## src/rtl/bsg_manycore_mmio_responder.sv

```systemverilog
// Target-side MMIO endpoint: decodes load/store/masked-store requests into a small
// word-addressed register file and returns one tagged response per request, in order.
module bsg_manycore_mmio_responder #(
    parameter int unsigned data_width_p   = 32,
    parameter int unsigned addr_width_p   = 28,
    parameter int unsigned x_cord_width_p = 7,
    parameter int unsigned y_cord_width_p = 7,
    parameter int unsigned els_p          = 16,
    parameter int unsigned fifo_els_p     = 2
) (
    input  logic                      clk_i,
    input  logic                      reset_n_i,

    input  logic                      req_v_i,
    output logic                      req_ready_o,
    input  logic [1:0]                req_op_i,
    input  logic [addr_width_p-1:0]   req_addr_i,
    input  logic [data_width_p-1:0]   req_data_i,
    input  logic [data_width_p/8-1:0] req_mask_i,
    input  logic [x_cord_width_p-1:0] req_src_x_i,
    input  logic [y_cord_width_p-1:0] req_src_y_i,
    input  logic [4:0]                req_reg_id_i,

    output logic                      resp_v_o,
    input  logic                      resp_ready_i,
    output logic [1:0]                resp_type_o,
    output logic [data_width_p-1:0]   resp_data_o,
    output logic [x_cord_width_p-1:0] resp_dest_x_o,
    output logic [y_cord_width_p-1:0] resp_dest_y_o,
    output logic [4:0]                resp_reg_id_o,

    output logic [31:0]               req_count_o,
    output logic [31:0]               err_count_o
);

    localparam int unsigned mask_width_lp = data_width_p / 8;
    localparam int unsigned idx_width_lp  = $clog2(els_p);
    localparam int unsigned ptr_width_lp  = $clog2(fifo_els_p);
    localparam int unsigned cnt_width_lp  = $clog2(fifo_els_p + 1);

    localparam logic [1:0] op_load_lp   = 2'd0;
    localparam logic [1:0] op_store_lp  = 2'd1;
    localparam logic [1:0] op_mstore_lp = 2'd2;
    localparam logic [1:0] op_rsvd_lp   = 2'd3;

    localparam logic [1:0] resp_load_lp = 2'd0;
    localparam logic [1:0] resp_ack_lp  = 2'd1;
    localparam logic [1:0] resp_err_lp  = 2'd2;

    typedef struct packed {
        logic [1:0]                typ;
        logic [data_width_p-1:0]   data;
        logic [x_cord_width_p-1:0] x;
        logic [y_cord_width_p-1:0] y;
        logic [4:0]                reg_id;
    } resp_s;

    logic [data_width_p-1:0] rf_q [els_p];
    resp_s                   fifo_q [fifo_els_p];
    logic [ptr_width_lp-1:0] head_q;
    logic [ptr_width_lp-1:0] tail_q;
    logic [cnt_width_lp-1:0] count_q;
    logic [31:0]             req_count_q;
    logic [31:0]             err_count_q;

    logic                    accept;
    logic                    dequeue;
    logic                    in_range;
    logic                    is_err;
    logic                    wr_en;
    logic [idx_width_lp-1:0] idx;
    logic [data_width_p-1:0] rd_word;
    logic [data_width_p-1:0] wr_word;
    resp_s                   new_resp;
    resp_s                   head_resp;

    function automatic logic [ptr_width_lp-1:0] ptr_inc(input logic [ptr_width_lp-1:0] p);
        return (p == ptr_width_lp'(fifo_els_p - 1)) ? '0 : p + ptr_width_lp'(1);
    endfunction

    // No pass-through: readiness only looks at the registered occupancy.
    assign req_ready_o = (count_q < cnt_width_lp'(fifo_els_p));
    assign resp_v_o    = (count_q != '0);
    assign accept      = req_v_i & req_ready_o;
    assign dequeue     = resp_v_o & resp_ready_i;
    assign idx         = req_addr_i[idx_width_lp-1:0];

    // Request decode, merged write word and the response to enqueue.
    always_comb begin
        in_range = (req_addr_i < addr_width_p'(els_p));
        is_err   = !in_range || (req_op_i == op_rsvd_lp);
        rd_word  = rf_q[idx];
        wr_en    = accept && !is_err &&
                   ((req_op_i == op_store_lp) || (req_op_i == op_mstore_lp));
        wr_word  = rd_word;
        for (int unsigned b = 0; b < mask_width_lp; b++) begin
            if ((req_op_i == op_store_lp) || req_mask_i[b]) begin
                wr_word[8*b +: 8] = req_data_i[8*b +: 8];
            end
        end

        new_resp        = '0;
        new_resp.x      = req_src_x_i;
        new_resp.y      = req_src_y_i;
        new_resp.reg_id = req_reg_id_i;
        if (is_err) begin
            new_resp.typ = resp_err_lp;
        end else if (req_op_i == op_load_lp) begin
            new_resp.typ  = resp_load_lp;
            new_resp.data = rd_word;
        end else begin
            new_resp.typ = resp_ack_lp;
        end
    end

    // Register file.
    always_ff @(posedge clk_i or negedge reset_n_i) begin
        if (!reset_n_i) begin
            for (int unsigned i = 0; i < els_p; i++) begin
                rf_q[i] <= '0;
            end
        end else if (wr_en) begin
            rf_q[idx] <= wr_word;
        end
    end

    // Response FIFO storage.
    always_ff @(posedge clk_i or negedge reset_n_i) begin
        if (!reset_n_i) begin
            for (int unsigned i = 0; i < fifo_els_p; i++) begin
                fifo_q[i] <= '0;
            end
        end else if (accept) begin
            fifo_q[tail_q] <= new_resp;
        end
    end

    // Response FIFO pointers and occupancy.
    always_ff @(posedge clk_i or negedge reset_n_i) begin
        if (!reset_n_i) begin
            head_q  <= '0;
            tail_q  <= '0;
            count_q <= '0;
        end else begin
            if (accept) begin
                tail_q <= ptr_inc(tail_q);
            end
            if (dequeue) begin
                head_q <= ptr_inc(head_q);
            end
            case ({accept, dequeue})
                2'b10:   count_q <= count_q + cnt_width_lp'(1);
                2'b01:   count_q <= count_q - cnt_width_lp'(1);
                default: count_q <= count_q;
            endcase
        end
    end

    // Request counter wraps; error counter saturates.
    always_ff @(posedge clk_i or negedge reset_n_i) begin
        if (!reset_n_i) begin
            req_count_q <= '0;
            err_count_q <= '0;
        end else begin
            if (accept) begin
                req_count_q <= req_count_q + 32'd1;
            end
            if (accept && is_err && (err_count_q != '1)) begin
                err_count_q <= err_count_q + 32'd1;
            end
        end
    end

    assign head_resp     = fifo_q[head_q];
    assign resp_type_o   = head_resp.typ;
    assign resp_data_o   = head_resp.data;
    assign resp_dest_x_o = head_resp.x;
    assign resp_dest_y_o = head_resp.y;
    assign resp_reg_id_o = head_resp.reg_id;
    assign req_count_o   = req_count_q;
    assign err_count_o   = err_count_q;

endmodule

```

## config.mk

```make
export PLATFORM = sky130hd
export DESIGN_NAME = bsg_manycore_mmio_responder
export DESIGN_NICKNAME = d
export VERILOG_FILES = /design/src/rtl/bsg_manycore_mmio_responder.sv
export SDC_FILE = /design/constraint.sdc
export NUM_CORES = 1
export LEC_CHECK = 0
export ABC_CLOCK_PERIOD_IN_PS = 4000
export BUFFER_PORTS_ARGS = -buffer_cell sky130_fd_sc_hd__buf_2
export CAP_MARGIN = 15
export CORE_MARGIN = 2
export CORE_UTILIZATION = 60
export DETAILED_ROUTE_END_ITERATION = 8
export PLACE_DENSITY = 0.79
export SLEW_MARGIN = 20
export SYNTH_ARGS = -nofsm -noshare
export SYNTH_HDL_FRONTEND = slang
export SYNTH_SLANG_ARGS = --single-unit
```

## constraint.sdc

```tcl
create_clock -name clk_i -period 4 [get_ports clk_i]
set_input_delay 0.6 -clock clk_i [delete_from_list [all_inputs] [get_ports clk_i]]
set_output_delay 0.6 -clock clk_i [all_outputs]
set_load 0.01 [all_outputs]
```

==> results of run 1 <==
==> worst min-delay path by stage <==
stage	start	end	slack, ps
finish	req_src_x_i[0]	fifo_q[65]	210
global route	req_src_y_i[3]	fifo_q[61]	200
CTS	req_src_y_i[1]	fifo_q[59]	180
detailed placement	fifo_q[57]	fifo_q[57]	460
global placement	fifo_q[64]	fifo_q[64]	450
floorplan	reset_n_i	count_q[0]	300
==> cell type report <==
type	count	area share
Tap cell	688	0.02403
Inverter	7	0.0007335
Timing Repair Buffer	277	0.04883
Clock inverter	16	0.004226
Antenna cell	2	0.0001397
Multi-Input combinational cell	1756	0.3804
Clock buffer	112	0.06238
Sequential cell	686	0.4792
==> tightest hold or removal path, cell delays in order <==
cell and delay [ps]:
buf_2 80, nand2_1 40, nand2_1 50
==> metrics by stage <==
stage | setup slack (ps) | std cells | total power, mW | hold WS [ps]
after global routing | 849.0 | 3543 | 16.79 | 195.4
after CTS | 929.5 | 3542 | 16.29 | 182.3
final | 951.0 | 3544 | 16.23 | 207.0
after detailed placement | 808.0 | 3413 | 9.647 | 458.4
after global placement | 903.9 | 3413 | 9.545 | 453.0
after floorplan | 1585 | 2621 | 8.762 | 304.4
==> power breakdown <==
| part | switching (mW) | internal (mW) | total [mW] |
|---|---|---|---|
| combinational | 1.25 | 0.814 | 2.06 |
| sequential | 0.261 | 7.22 | 7.48 |
| clock | 2.72 | 3.97 | 6.69 |
| total | 4.23 | 12.0 | 16.2 |
==> state kept, by name, summed over array words and instances (netlist names) <==
| signal | count |
|---|---|
| tail_q | 1 |
| fifo_q | 106 |
| rf_q | 512 |
| err_count_o | 32 |
| req_count_o | 32 |
| head_q | 1 |
| count_q | 2 |
==> layout by cell type (no fill, tap or decap), types with 10 or more instances in the layout <==
cell and count:
nand4_1 22, clkbuf_16 74, clkbuf_8 24, clkinv_2 10, a21oi_1 13, and3_1 16, o21a_1 26, and2_1 10
o22ai_1 26, mux2i_1 77, buf_12 13, xor2_1 20, o21ai_1 69, o31a_1 26, nor2_1 24, buf_4 57
mux2_4 29, buf_2 204, nand3_1 33, xnor2_1 45, clkbuf_1 14, a22o_1 90, mux2_2 383, dfrtp_1 685
o21ai_0 216, mux4_2 64, nand2_1 453, nor3_1 19
==> kinds of logic (layout without fill, tap and decap cells) <==
family,Yosys count,in the layout
AOI/OAI and AO/OA,488,488
xor gates and xnor gates,65,65
adders and majority gates,6,6
buffers and inverters,179,412
DFF,686,686
muxes,554,554
other,0,2
and+or+nand+nor,643,643
==> metal layers <==
layer / up-vias / share of wire / routed length (µm) / global-route usage
met5: - / 0 / 0 / 0
li1: 9752 / - / - / -
met4: 0 / 0.048 / 3994 / 0.1452
met2: 928 / 0.49 / 40890 / 0.5147
met3: 224 / 0.069 / 5789 / 0.05606
met1: 11460 / 0.39 / 32810 / 0.3997
==> timing repair <==
item                      CTS  global route
buffers inserted            0             0
hold endpoints to repair   47             0
hold buffers                1             0
==> metrics.txt, run 1 <==
DIE WIDTH=approximately 230 µm; syn nets=about 2700; Worst setup EP type=output pin; most common library cells after synthesis=dfrtp_1 (686), nand2_1 (454), mux2_2 (383); fmax=between 300 and 400 MHz; root buffer cell=clkbuf_16; unrepaired setup endpoints after global routing=false; Post-Synth Simple-Gate Area=0.09157; area of the multi-input gates=13630 µm²; DP Wirelength=approximately 53 mm; synth warn=0; Clock transition at path regs=60 ps; Critical Path Start Type=flip-flop; Core Util, Final=0.6831; crit path DAT=roughly 2500 ps; first-pass GRT wire length=130.6 mm; DRC=0; Initial Util=0.6052; detailed-route via count=between 20000 and 25000; CTS buffer count=71; 1st-iter DRT viols=about 2200; largest cells by area after synthesis=dfrtp_1 (54%), mux2_2 (14%), nand2_1 (5.4%); num rows=between 80 and 90; largest net degree at the start of global routing=around 140; Top FF cell, synth=dfrtp_1; die extent in y=approximately 230 µm; Crit path depth=3; post-synthesis xor/xnor area fraction=0.01794; synthesized cell area=~32000 µm²; CP max stage delay=approximately 850 ps; Synth async-reset ratio=1.000; area fraction of the dominant cell type after synthesis=0.5408; Period Utilization, post-route=0.7623; Worst Path Required=3400 ps; all-layer global routing usage=0.3107; WP buf/inv=2; worst IR drop on VDD=about 360 µV; CP Cell Sequence=buf_4, mux2_2, buf_2; hold crit path type=primary input to flip-flop; Worst Reg-to-Reg Cells=6; routed vias/inst=around 6.3; Avg Inst Size Synth=~12 µm²; unique cell type count in the Yosys netlist=53; H-tree depth=3; core footprint=52450 µm²; Final ANT Viol Nets=0; count leader, synth=dfrtp_1; setup TNS=0 ps; Layout Skew=between 20 and 25 ps; crit path from=head_q; Filler cells=around 3600; Reg area=about 17000 µm²; Final Wtd Congestion=around 0.86; CP Class=flip-flop to output pin; Clk Latency, worst-skew pair=610 ps; CP max stage cell=dfrtp_2; # IOs=~210; Cells after Synth=around 2600; number of global-route vias before repair=23100; pwr dens=roughly 450 nW/µm²; Critical Path Fanout Max=30; initial antenna violation count=2; max-cap viol count=0; wire per inst=about 24 µm; sequential area share after synthesis=0.5408; reg-to-reg setup timing slack=approximately 1500 ps; CTS max path bufs=3; aggregate global routing overflow=0; Post-synth EDFFs=0; share of cells above drive strength 1=0.3143; status=completed; slew margin rel.=0.4321; r2r endpoint=rf_q[370]; # setup viols final=0; Nets=between 2000 and 3000; Pleak=17.36 nW; placed inst area=between 30000 and 40000 µm²; post-layout minimum cycle time=approximately 3000 ps; Hold Crit Depth=3; Resize count post-CTS=0; Slew @ Worst Pin=~840 ps; mux cell area share after synthesis=0.2196; Compound-Gate Fraction of Synth Area=0.09728; final wirelength=around 83 mm; cell family with most CP delay=flip-flops; CTS tree=yes; Pins Over Slew Limit=0; largest family of logic cells by synthesized area=multiplexers; Area Growth Syn to Fin=12.86%; Critical R2R Launch=count_q[1]; crit path to=resp_data_o[17]; IO Port Bufs=slightly above 200; total die area=~55000 µm²; Final Hold Vio Count=0; drt first pass iters=6; area leader, netlist=dfrtp_1; CTS Sinks=686; post-route cell area=between 30000 and 40000 µm²; Synth Area in Adders=0.002365; flops & latches, synth=686
(Power assumes the default switching activity.)
==> run 2, diff against run 1 <==
--- a/config.mk
+++ b/config.mk
@@ -5,7 +5,7 @@
 export SDC_FILE = /design/constraint.sdc
 export NUM_CORES = 1
 export LEC_CHECK = 0
-export ABC_CLOCK_PERIOD_IN_PS = 4000
+export ABC_CLOCK_PERIOD_IN_PS = 2900
 export BUFFER_PORTS_ARGS = -buffer_cell sky130_fd_sc_hd__buf_2
 export CAP_MARGIN = 15
 export CORE_MARGIN = 2
==> constraint.sdc (replaced) <==
create_clock -name clk_i -period 2.9 [get_ports clk_i]
set_input_delay 0.435 -clock clk_i [delete_from_list [all_inputs] [get_ports clk_i]]
set_output_delay 0.435 -clock clk_i [all_outputs]
set_load 0.01 [all_outputs]
==> metrics.txt, run 2 (synthesized netlist as in run 1, its figures left out) <==
Final ANT Viol Nets=0; slew margin rel.=0.3981; r2r endpoint=err_count_o[1]; pwr dens=between 600 and 700 nW/µm²; DP Wirelength=54.46 mm; CTS tree=yes; Crit path depth=3; Clock transition at path regs=around 60 ps; routed vias/inst=6.339; post-layout minimum cycle time=2445 ps; fmax=409.0 MHz; DIE WIDTH=234.0 µm; total die area=roughly 55000 µm²; Pleak=between 15 and 20 nW; unrepaired setup endpoints after global routing=false; Reg with most FFs=rf_q; Critical R2R Launch=err_count_o[0]; CP max stage cell=dfrtp_2; CTS buffer count=between 70 and 80; Slew @ Worst Pin=around 900 ps; Worst Reg-to-Reg Cells=6; Area Growth Syn to Fin=14.88%; cell family with most CP delay=flip-flops; crit path from=head_q; IO Port Bufs=~210; Hold Crit Depth=3; max-cap viol count=0; Critical Path Start Type=flip-flop; Final Wtd Congestion=between 0.8 and 0.9; detailed-route via count=approximately 23000; DP Cell Count=3472; Nets=about 3000; Period Utilization, post-route=0.8432; num rows=84; die extent in y=around 230 µm; Post-Layout Cell Count=3600; DRC=0; worst-case hold slack=~20 ps; Critical Path Fanout Max=47; Initial Util=0.6052; all-layer global routing usage=0.3134; final wirelength=roughly 85 mm; hold crit path type=primary input to flip-flop; Worst Path Required=roughly 2500 ps; aggregate global routing overflow=0; Clk Latency, worst-skew pair=between 600 and 700 ps; drt first pass iters=5; core footprint=about 52000 µm²; setup TNS=0 ps; number of global-route vias before repair=between 20000 and 25000; # IOs=208; CTS Sinks=roughly 690; WP buf/inv=2; Final Hold Vio Count=0; share of cells above drive strength 1=0.3268; crit path to=resp_data_o[13]; CP max stage delay=around 500 ps; reg-to-reg setup timing slack=roughly 580 ps; wire per inst=between 20 and 25 µm; crit path DAT=between 2000 and 2500 ps; CP Class=flip-flop to output pin; 1st-iter DRT viols=~2000; CP Cell Sequence=buf_12, mux2_2, buf_2; Layout Skew=~24 ps; CTS max path bufs=3; initial antenna violation count=2; first-pass GRT wire length=between 100 and 150 mm; status=completed; largest net degree at the start of global routing=83; biggest regs=rf_q: 512 flops, fifo_q: 106 flops; most common cell after layout, fill and taps aside=dfrtp_1; Pins Over Slew Limit=0; # setup viols final=0; Largest register FFs=approximately 510; Resize count post-CTS=0; H-tree depth=3; root buffer cell=clkbuf_16; worst IR drop on VDD=around 460 µV; Worst setup EP type=output pin; most frequent cells in the layout=dfrtp_1 (685), nand2_1 (453), mux2_2 (383); Filler cells=3493
-- run 2: cell types whose count changed in the layout (fill, tap and decap cells not counted) --
cell,before,now
buf_4,57,100
buf_12,13,29
clkbuf_8,24,19
clkinv_2,10,6
bufinv_16,2,4
clkbuf_1,14,16
clkbuf_16,74,73
clkinv_8,1,2
inv_16,0,1
inv_6,2,3
-- run 2: through the flow --
step                power [mW]  cell area [µm²]  setup WS [ps]    util
detailed placement       13.44            34070          87.43  0.6495
finish                   22.61            36470          454.7  0.6953
CTS                      22.71            36460          446.7  0.6952
global route             23.37            36460          394.8  0.6952
global placement         13.31            34070          177.2  0.6495
floorplan                12.09            31740          649.7       -
-- run 2: layout make-up --
type / instances / area [µm²] / area share
Sequential cell: 686 / 17170 / 0.4708
Multi-Input combinational cell: 1756 / 13630 / 0.3737
Timing Repair Buffer: 336 / 2392 / 0.06561
Clock buffer: 108 / 2148 / 0.05891
Clock inverter: 17 / 236.5 / 0.006485
Inverter: 7 / 26.28 / 0.0007206
Tap cell: 688 / 860.8 / 0.02361
Antenna cell: 2 / 5.005 / 0.0001372
-- run 2: power breakdown --
| part | internal, mW | leakage, nW | switching [mW] |
|---|---|---|---|
| logic | 1.24 | 7.04 | 1.84 |
| registers | 9.96 | 9.48 | 0.283 |
| clock network | 5.49 | 1.17 | 3.81 |
-- run 2: worst min path at each step --
| stage | startpoint | to | slack (ps) |
|---|---|---|---|
| final | req_src_x_i[1] | fifo_q[66] | 20 |
| after global routing | req_src_x_i[3] | fifo_q[68] | 20 |
| after CTS | req_src_x_i[1] | fifo_q[66] | 1 |
| after detailed placement | fifo_q[62] | fifo_q[62] | 460 |
| after global placement | fifo_q[53] | fifo_q[53] | 450 |
| after floorplan | reset_n_i | count_q[0] | 140 |
-- run 2: metal layers --
layer / GRT usage / vias to the layer above / wire length (µm)
li1: - / 9886 / -
met4: 0.1733 / 0 / 4972
met2: 0.5119 / 1056 / 40510
met5: 0 / - / 0
met3: 0.05606 / 272 / 6337
met1: 0.3989 / 11610 / 32840
-- run 2: timing repair --
action,CTS,global route
endpoints found under the hold margin,58,0
buffers inserted,0,0
hold buffers,1,0
-- run 2: worst reg2reg max path, cell delays in order (launching register included) --
cell and delay (ps):
dfrtp_1 390, ha_1 210, nand4_1 180, nor3_1 430, nand3_1 410, nand2_1 240, mux2_2 350
